<file path="src/rtl/mult_sched_if.sv">
// Handshake and operand bundle between the two requesters and the shift-add multiplier scheduler.
interface mult_sched_if;
    logic       activate;
    logic       req0;
    logic       req1;
    logic [7:0] a0;
    logic [7:0] a1;
    logic [7:0] b0;
    logic [7:0] b1;
    logic       grant0;
    logic       grant1;
    logic       busy;
    logic       done;
    logic       done_id;
    logic [7:0] mult8;
    logic [7:0] mult16;

    modport master (
        output activate, req0, req1, a0, a1, b0, b1,
        input  grant0, grant1, busy, done, done_id, mult8, mult16
    );

    modport slave (
        input  activate, req0, req1, a0, a1, b0, b1,
        output grant0, grant1, busy, done, done_id, mult8, mult16
    );
endinterface

</file>
<file path="src/rtl/mult_sched.sv">
// Two-requester scheduler for a sequential 8x8 shift-add multiplier (8 iterations, LSB first).
// state | meaning
// IDLE  | waiting for an arbitration win; RUN: one iteration per enabled cycle; DONE: result valid pulse
module mult_sched #(
    parameter bit FIX_PRIO = 1'b0
) (
    input logic        clk,
    input logic        reset,
    mult_sched_if.slave bus
);
    typedef enum logic [1:0] {IDLE, RUN, DONE} state_t;

    state_t      state_q, state_d;
    logic [7:0]  a_q, a_d;
    logic [7:0]  b_q, b_d;
    logic [15:0] acc_q, acc_d;
    logic [2:0]  cnt_q, cnt_d;
    logic        last_q, last_d;
    logic        owner_q, owner_d;
    logic        grant0_q, grant0_d;
    logic        grant1_q, grant1_d;
    logic [15:0] res_q, res_d;
    logic        done_id_q, done_id_d;

    logic        win0;
    logic        win1;
    logic [15:0] addend;
    logic [15:0] acc_sum;

    always_comb begin
        state_d   = state_q;
        a_d       = a_q;
        b_d       = b_q;
        acc_d     = acc_q;
        cnt_d     = cnt_q;
        last_d    = last_q;
        owner_d   = owner_q;
        grant0_d  = 1'b0;
        grant1_d  = 1'b0;
        res_d     = res_q;
        done_id_d = done_id_q;
        // last_q=1 means requester 1 was served last, so requester 0 wins a tie
        win0      = bus.req0 && (FIX_PRIO || !bus.req1 || last_q);
        win1      = bus.req1 && !win0;
        addend    = a_q[0] ? ({8'h00, b_q} << cnt_q) : 16'h0000;
        acc_sum   = acc_q + addend;

        case (state_q)
            IDLE: begin
                if (bus.activate && (win0 || win1)) begin
                    a_d      = win0 ? bus.a0 : bus.a1;
                    b_d      = win0 ? bus.b0 : bus.b1;
                    acc_d    = 16'h0000;
                    cnt_d    = 3'd0;
                    grant0_d = win0;
                    grant1_d = win1;
                    owner_d  = win1;
                    last_d   = win1;
                    state_d  = RUN;
                end
            end
            RUN: begin
                if (bus.activate) begin
                    acc_d = acc_sum;
                    a_d   = a_q >> 1;
                    cnt_d = cnt_q + 3'd1;
                    if (cnt_q == 3'd7) begin
                        res_d     = acc_sum;
                        done_id_d = owner_q;
                        state_d   = DONE;
                    end
                end
            end
            DONE: begin
                state_d = IDLE;
            end
            default: begin
                state_d = IDLE;
            end
        endcase
    end

    always_ff @(posedge clk) begin
        if (reset) begin
            state_q   <= IDLE;
            a_q       <= 8'h00;
            b_q       <= 8'h00;
            acc_q     <= 16'h0000;
            cnt_q     <= 3'd0;
            last_q    <= 1'b1;
            owner_q   <= 1'b0;
            grant0_q  <= 1'b0;
            grant1_q  <= 1'b0;
            res_q     <= 16'h0000;
            done_id_q <= 1'b0;
        end else begin
            state_q   <= state_d;
            a_q       <= a_d;
            b_q       <= b_d;
            acc_q     <= acc_d;
            cnt_q     <= cnt_d;
            last_q    <= last_d;
            owner_q   <= owner_d;
            grant0_q  <= grant0_d;
            grant1_q  <= grant1_d;
            res_q     <= res_d;
            done_id_q <= done_id_d;
        end
    end

    assign bus.grant0  = grant0_q;
    assign bus.grant1  = grant1_q;
    assign bus.busy    = (state_q != IDLE);
    assign bus.done    = (state_q == DONE);
    assign bus.done_id = done_id_q;
    assign bus.mult8   = res_q[7:0];
    assign bus.mult16  = res_q[15:8];
endmodule

</file>
<file path="src/flat_wrapper.sv">
// flat-port wrapper written by rule: the top's interface ports become plain ports
module mult_sched_flat 
#(
    parameter bit FIX_PRIO = 1'b0
)
  (clk, reset, bus_activate, bus_req0, bus_req1, bus_a0, bus_a1, bus_b0, bus_b1, bus_grant0, bus_grant1, bus_busy, bus_done, bus_done_id, bus_mult8, bus_mult16);
  mult_sched_if bus_i ();
  input logic clk;
  input logic reset;
  input wire logic [$bits(bus_i.activate)-1:0] bus_activate;
  input wire logic [$bits(bus_i.req0)-1:0] bus_req0;
  input wire logic [$bits(bus_i.req1)-1:0] bus_req1;
  input wire logic [$bits(bus_i.a0)-1:0] bus_a0;
  input wire logic [$bits(bus_i.a1)-1:0] bus_a1;
  input wire logic [$bits(bus_i.b0)-1:0] bus_b0;
  input wire logic [$bits(bus_i.b1)-1:0] bus_b1;
  output wire logic [$bits(bus_i.grant0)-1:0] bus_grant0;
  output wire logic [$bits(bus_i.grant1)-1:0] bus_grant1;
  output wire logic [$bits(bus_i.busy)-1:0] bus_busy;
  output wire logic [$bits(bus_i.done)-1:0] bus_done;
  output wire logic [$bits(bus_i.done_id)-1:0] bus_done_id;
  output wire logic [$bits(bus_i.mult8)-1:0] bus_mult8;
  output wire logic [$bits(bus_i.mult16)-1:0] bus_mult16;
  assign bus_i.activate = bus_activate;
  assign bus_i.req0 = bus_req0;
  assign bus_i.req1 = bus_req1;
  assign bus_i.a0 = bus_a0;
  assign bus_i.a1 = bus_a1;
  assign bus_i.b0 = bus_b0;
  assign bus_i.b1 = bus_b1;
  assign bus_grant0 = bus_i.grant0;
  assign bus_grant1 = bus_i.grant1;
  assign bus_busy = bus_i.busy;
  assign bus_done = bus_i.done;
  assign bus_done_id = bus_i.done_id;
  assign bus_mult8 = bus_i.mult8;
  assign bus_mult16 = bus_i.mult16;
  mult_sched #(.FIX_PRIO(FIX_PRIO)) u_core (.clk(clk), .reset(reset), .bus(bus_i));
endmodule
</file>
<file path="config.mk">
export PLATFORM = sky130hd
export DESIGN_NAME = mult_sched_flat
export DESIGN_NICKNAME = d
export VERILOG_FILES = /design/src/rtl/mult_sched_if.sv /design/src/rtl/mult_sched.sv /design/src/flat_wrapper.sv
export SDC_FILE = /design/constraint.sdc
export NUM_CORES = 1
export LEC_CHECK = 0
export CAP_MARGIN = 15
export CORE_UTILIZATION = 35
export CTS_CLUSTER_SIZE = 20
export DETAILED_ROUTE_END_ITERATION = 10
export SYNTH_ARGS = -nofsm -noshare
export SYNTH_HDL_FRONTEND = slang
export SYNTH_SLANG_ARGS = --single-unit
</file>
<file path="constraint.sdc">
create_clock -name clk -period 5.5 [get_ports clk]
set_input_delay 0.55 -clock clk [delete_from_list [all_inputs] [get_ports clk]]
set_output_delay 0.55 -clock clk [all_outputs]
set_load 0.01 [all_outputs]
</file>
==> flow_summary.yaml <==
status:
  status: "completed"
cells_and_area:
  final_common_cell: "nand2_1"
  fin_nets: 539
  multi_input_area_um2: 2170
  design_area_um2: 4340
  area_growth_syn_to_layout_pct: 24.4
  n_antenna_cell: 0
  regArea_um2: 1160
  drive_above_1_share_pct: 5.52
  final_cell_mix: "64 x nand2_1, 58 x dfxtp_1, 57 x clkdlybuf4s50_1"
  fill_cells: 1008
placement:
  placed_area_um2: 4130
  place_hpwl_mm: 6.92
  io_buffers: 57
  gp_congestion: 0.877
min_path:
  min-delay-path-class: "flop to flop"
  hold_end: "u_core.res_q[4]"
  min-delay-start: "u_core.res_q[4]"
  hold_depth: 2
critical_path:
  endpoint_kind: "flop"
  max_stage_delay_ns: 0.71
  cp.required_ns: 5.74
  rr_worst_depth: 10
  timing.rr.end: "u_core.res_q[11]"
  path_class: "flop to flop"
  cpLargestDelayFamily: "compound AO/OA/AOI/OAI gates"
  reg2reg_setup_slack_ns: 2.02
  start_kind: "flop"
  cp_common_cell: "o21ai_0"
  path_cells: "mux2_2, o21ai_0, o21ai_0, and2_1, ha_1, a21oi_1, o211ai_1, and3b_1, or3_1, a32o_1"
  rr_startpoint: "u_core.cnt_q[1]"
  critPathBufInv: 0
  slowest_stage: "dfxtp_1"
  cp_max_fo: 16
  critPathArrivalTime_ns: 3.71
global_route:
  globalRouteMet2Util_pct: 33.7
  gr-usage-met3_pct: 4.69
  use_met1_pct: 23.2
  grt_pass1_wl_mm: 15.2
  grt-ovfl-total: 0
  grt_pass1_vias: 3136
  grt_usage_pct: 19.3
  top_usage_layer: "met2"
  grt_max_degree: 31
  antenna_found_initial: 0
sta:
  slew_viol_final: 0
  whs_ns: 0.460
  min_period_ns: 3.48
  fin_tns_setup_ns: 0
  rsz0062_at_grt: "false"
  setup_viol: 0
  fmax_mhz: 288
  min_period_over_period_pct: 63.2
  worst_slew_pin_slew_ns: 1.11
  slew_headroom_pct: 26.0
  hold_viol_final: 0
  clock_skew_ns: 0.00823
cts:
  hold_buffers: 0
  ctsResizeCount: 0
  clock_latency_ns: 0.35
  cts_setup_buffers: 0
  cts_max_path_buffers: 2
  numCtsBuffers: 9
  cts_tree: "done"
  clock-root-buffer: "clkbuf_8"
  clk_pin_slew_ns: 0.08
  cts_sinks: 58
  htreeDepth: 3
die:
  die_x_um: 102
  core_area_um2: 9730
  die-area_um2: 10400
  start_util_pct: 35.8
  ios: 58
  rows: 36
  die_h_um: 102
routing:
  dr.pass1.iters: 5
  wl_mm: 9.19
  postRouteAntennaNets: 0
  vias: 3275
  viasPerCell: 5.27
  drt-wirelength-per-cell_um: 14.8
  drc_errors: 0
  drtIter0Drc: 114
yosys:
  ys_seq_area_share_pct: 33.3
  ys_types: 50
  synth_edf_count: 0
  avgSynthCellArea_um2: 7.90
  synth-seq-cells: 58
  synth_top_area_share_pct: 33.3
  syn-num-nets: 496
  yosys-top-cells-area: "dfxtp_1 33%, mux2i_1 6.9%, nand2_1 6.9%"
  yosys_warnings: 0
  ys.flop_type: "dfxtp_1"
  synthCells: 441
  yosysTopAreaCell: "dfxtp_1"
  synth_area_um2: 3490
  synthArstFlopShare_pct: 0
run:
  cap_violations: 0
pwr:
  p_per_area_nw_per_um2: 226
  p_leak_nw: 1.66
  ir_drop_mv: 0.123
==> final cells by class <==
type                       count  area share, %
multi-input combinational    344           50.1
timing repair buffer          59           13.5
clock buffer                  10           3.17
inverter                      12           1.04
sequential                    58           26.8
tap                          133           3.84
clock inverter                 6           1.53
==> synthesized netlist by cell type, drive strengths merged, types with 2 or more instances <==
library cell,number
a211o,9
a211oi,11
a21o,4
a21oi,42
a22o,3
a22oi,5
a31oi,2
a32o,3
a32oi,2
and2,4
and3,5
and3b,2
buf,8
clkbuf,19
dfxtp,58
ha,17
inv,12
mux2,5
mux2i,24
nand2,64
nand3,21
nand3b,2
nand4,5
nor2,46
nor2b,4
nor3,10
o211a,2
o211ai,4
o21a,4
o21ai,16
o221ai,2
o311a,2
or3,2
xnor2,6
xor2,2
==> worst max-delay path by stage <==
stage	depth (start not counted)	startpoint	slack [ns]	end
after floorplan	13	u_core.cnt_q[1]	2.42	u_core.res_q[13]
after global placement	10	u_core.cnt_q[1]	2.12	u_core.res_q[11]
after detailed placement	10	u_core.cnt_q[1]	2.05	u_core.res_q[11]
after CTS	10	u_core.cnt_q[1]	2.04	u_core.res_q[11]
after global routing	10	u_core.cnt_q[1]	1.75	u_core.acc_q[11]
final	10	u_core.cnt_q[1]	2.02	u_core.res_q[11]
==> cell families (layout without fill, tap and decap cells) <==
kind of cell | after synthesis | after routing | synth area share [%]
XOR/XNOR | 8 | 8 | 2.01
adder cells (fa/ha/maj) | 18 | 18 | 6.68
buffers and inverters | 39 | 87 | 4.45
AND/OR/NAND/NOR | 169 | 169 | 21.8
multiplexers | 29 | 29 | 8.51
flip-flops | 58 | 58 | 33.3
AO/OA/AOI/OAI | 120 | 120 | 23.3
==> power by group <==
part           switching [W]  internal (W)
Sequential         0.0000141      0.000433
Combinational      0.0000616     0.0000597
Clock               0.000188      0.000221
Total               0.000264      0.000714
==> worst reg2reg max path, delay by kind of cell (launching register included) <==
kind / cells / cell delay, ns
simple gates: 3 / 0.76
flops: 1 / 0.71
mux: 1 / 0.40
fa+ha+maj: 1 / 0.33
compound gates: 5 / 1.16
==> layer usage <==
layer / up-vias / share of wire (%)
met2: 69 / 48
met5: - / 0
met3: 10 / 4.1
met1: 1511 / 46
met4: 0 / 1.8
li1: 1685 / -
==> registers in the layout, summed over array words and instances, names as in the netlist <==
name and cells:
u_core.a_q 8, u_core.acc_q 16, u_core.b_q 8, u_core.bus.done_id 1, u_core.bus.grant0 1, u_core.bus.grant1 1
u_core.cnt_q 3, u_core.last_q 1, u_core.owner_q 1, u_core.res_q 16, u_core.state_q 2
==> stage by stage <==
stage / setup WS (ns) / utilization (%) / instances / power (W)
4_1_cts: 2.04 / 44.6 / 622 / 0.000995
5_1_grt: 1.75 / 44.6 / 622 / 0.00103
2_1_floorplan: 2.42 / - / 441 / 0.000529
3_3_place_gp: 2.12 / 42.5 / 606 / 0.000577
3_5_place_dp: 2.05 / 42.5 / 606 / 0.000580
6_report: 2.02 / 44.6 / 622 / 0.000978
No activity file was read; power rests on OpenSTA's default activity.
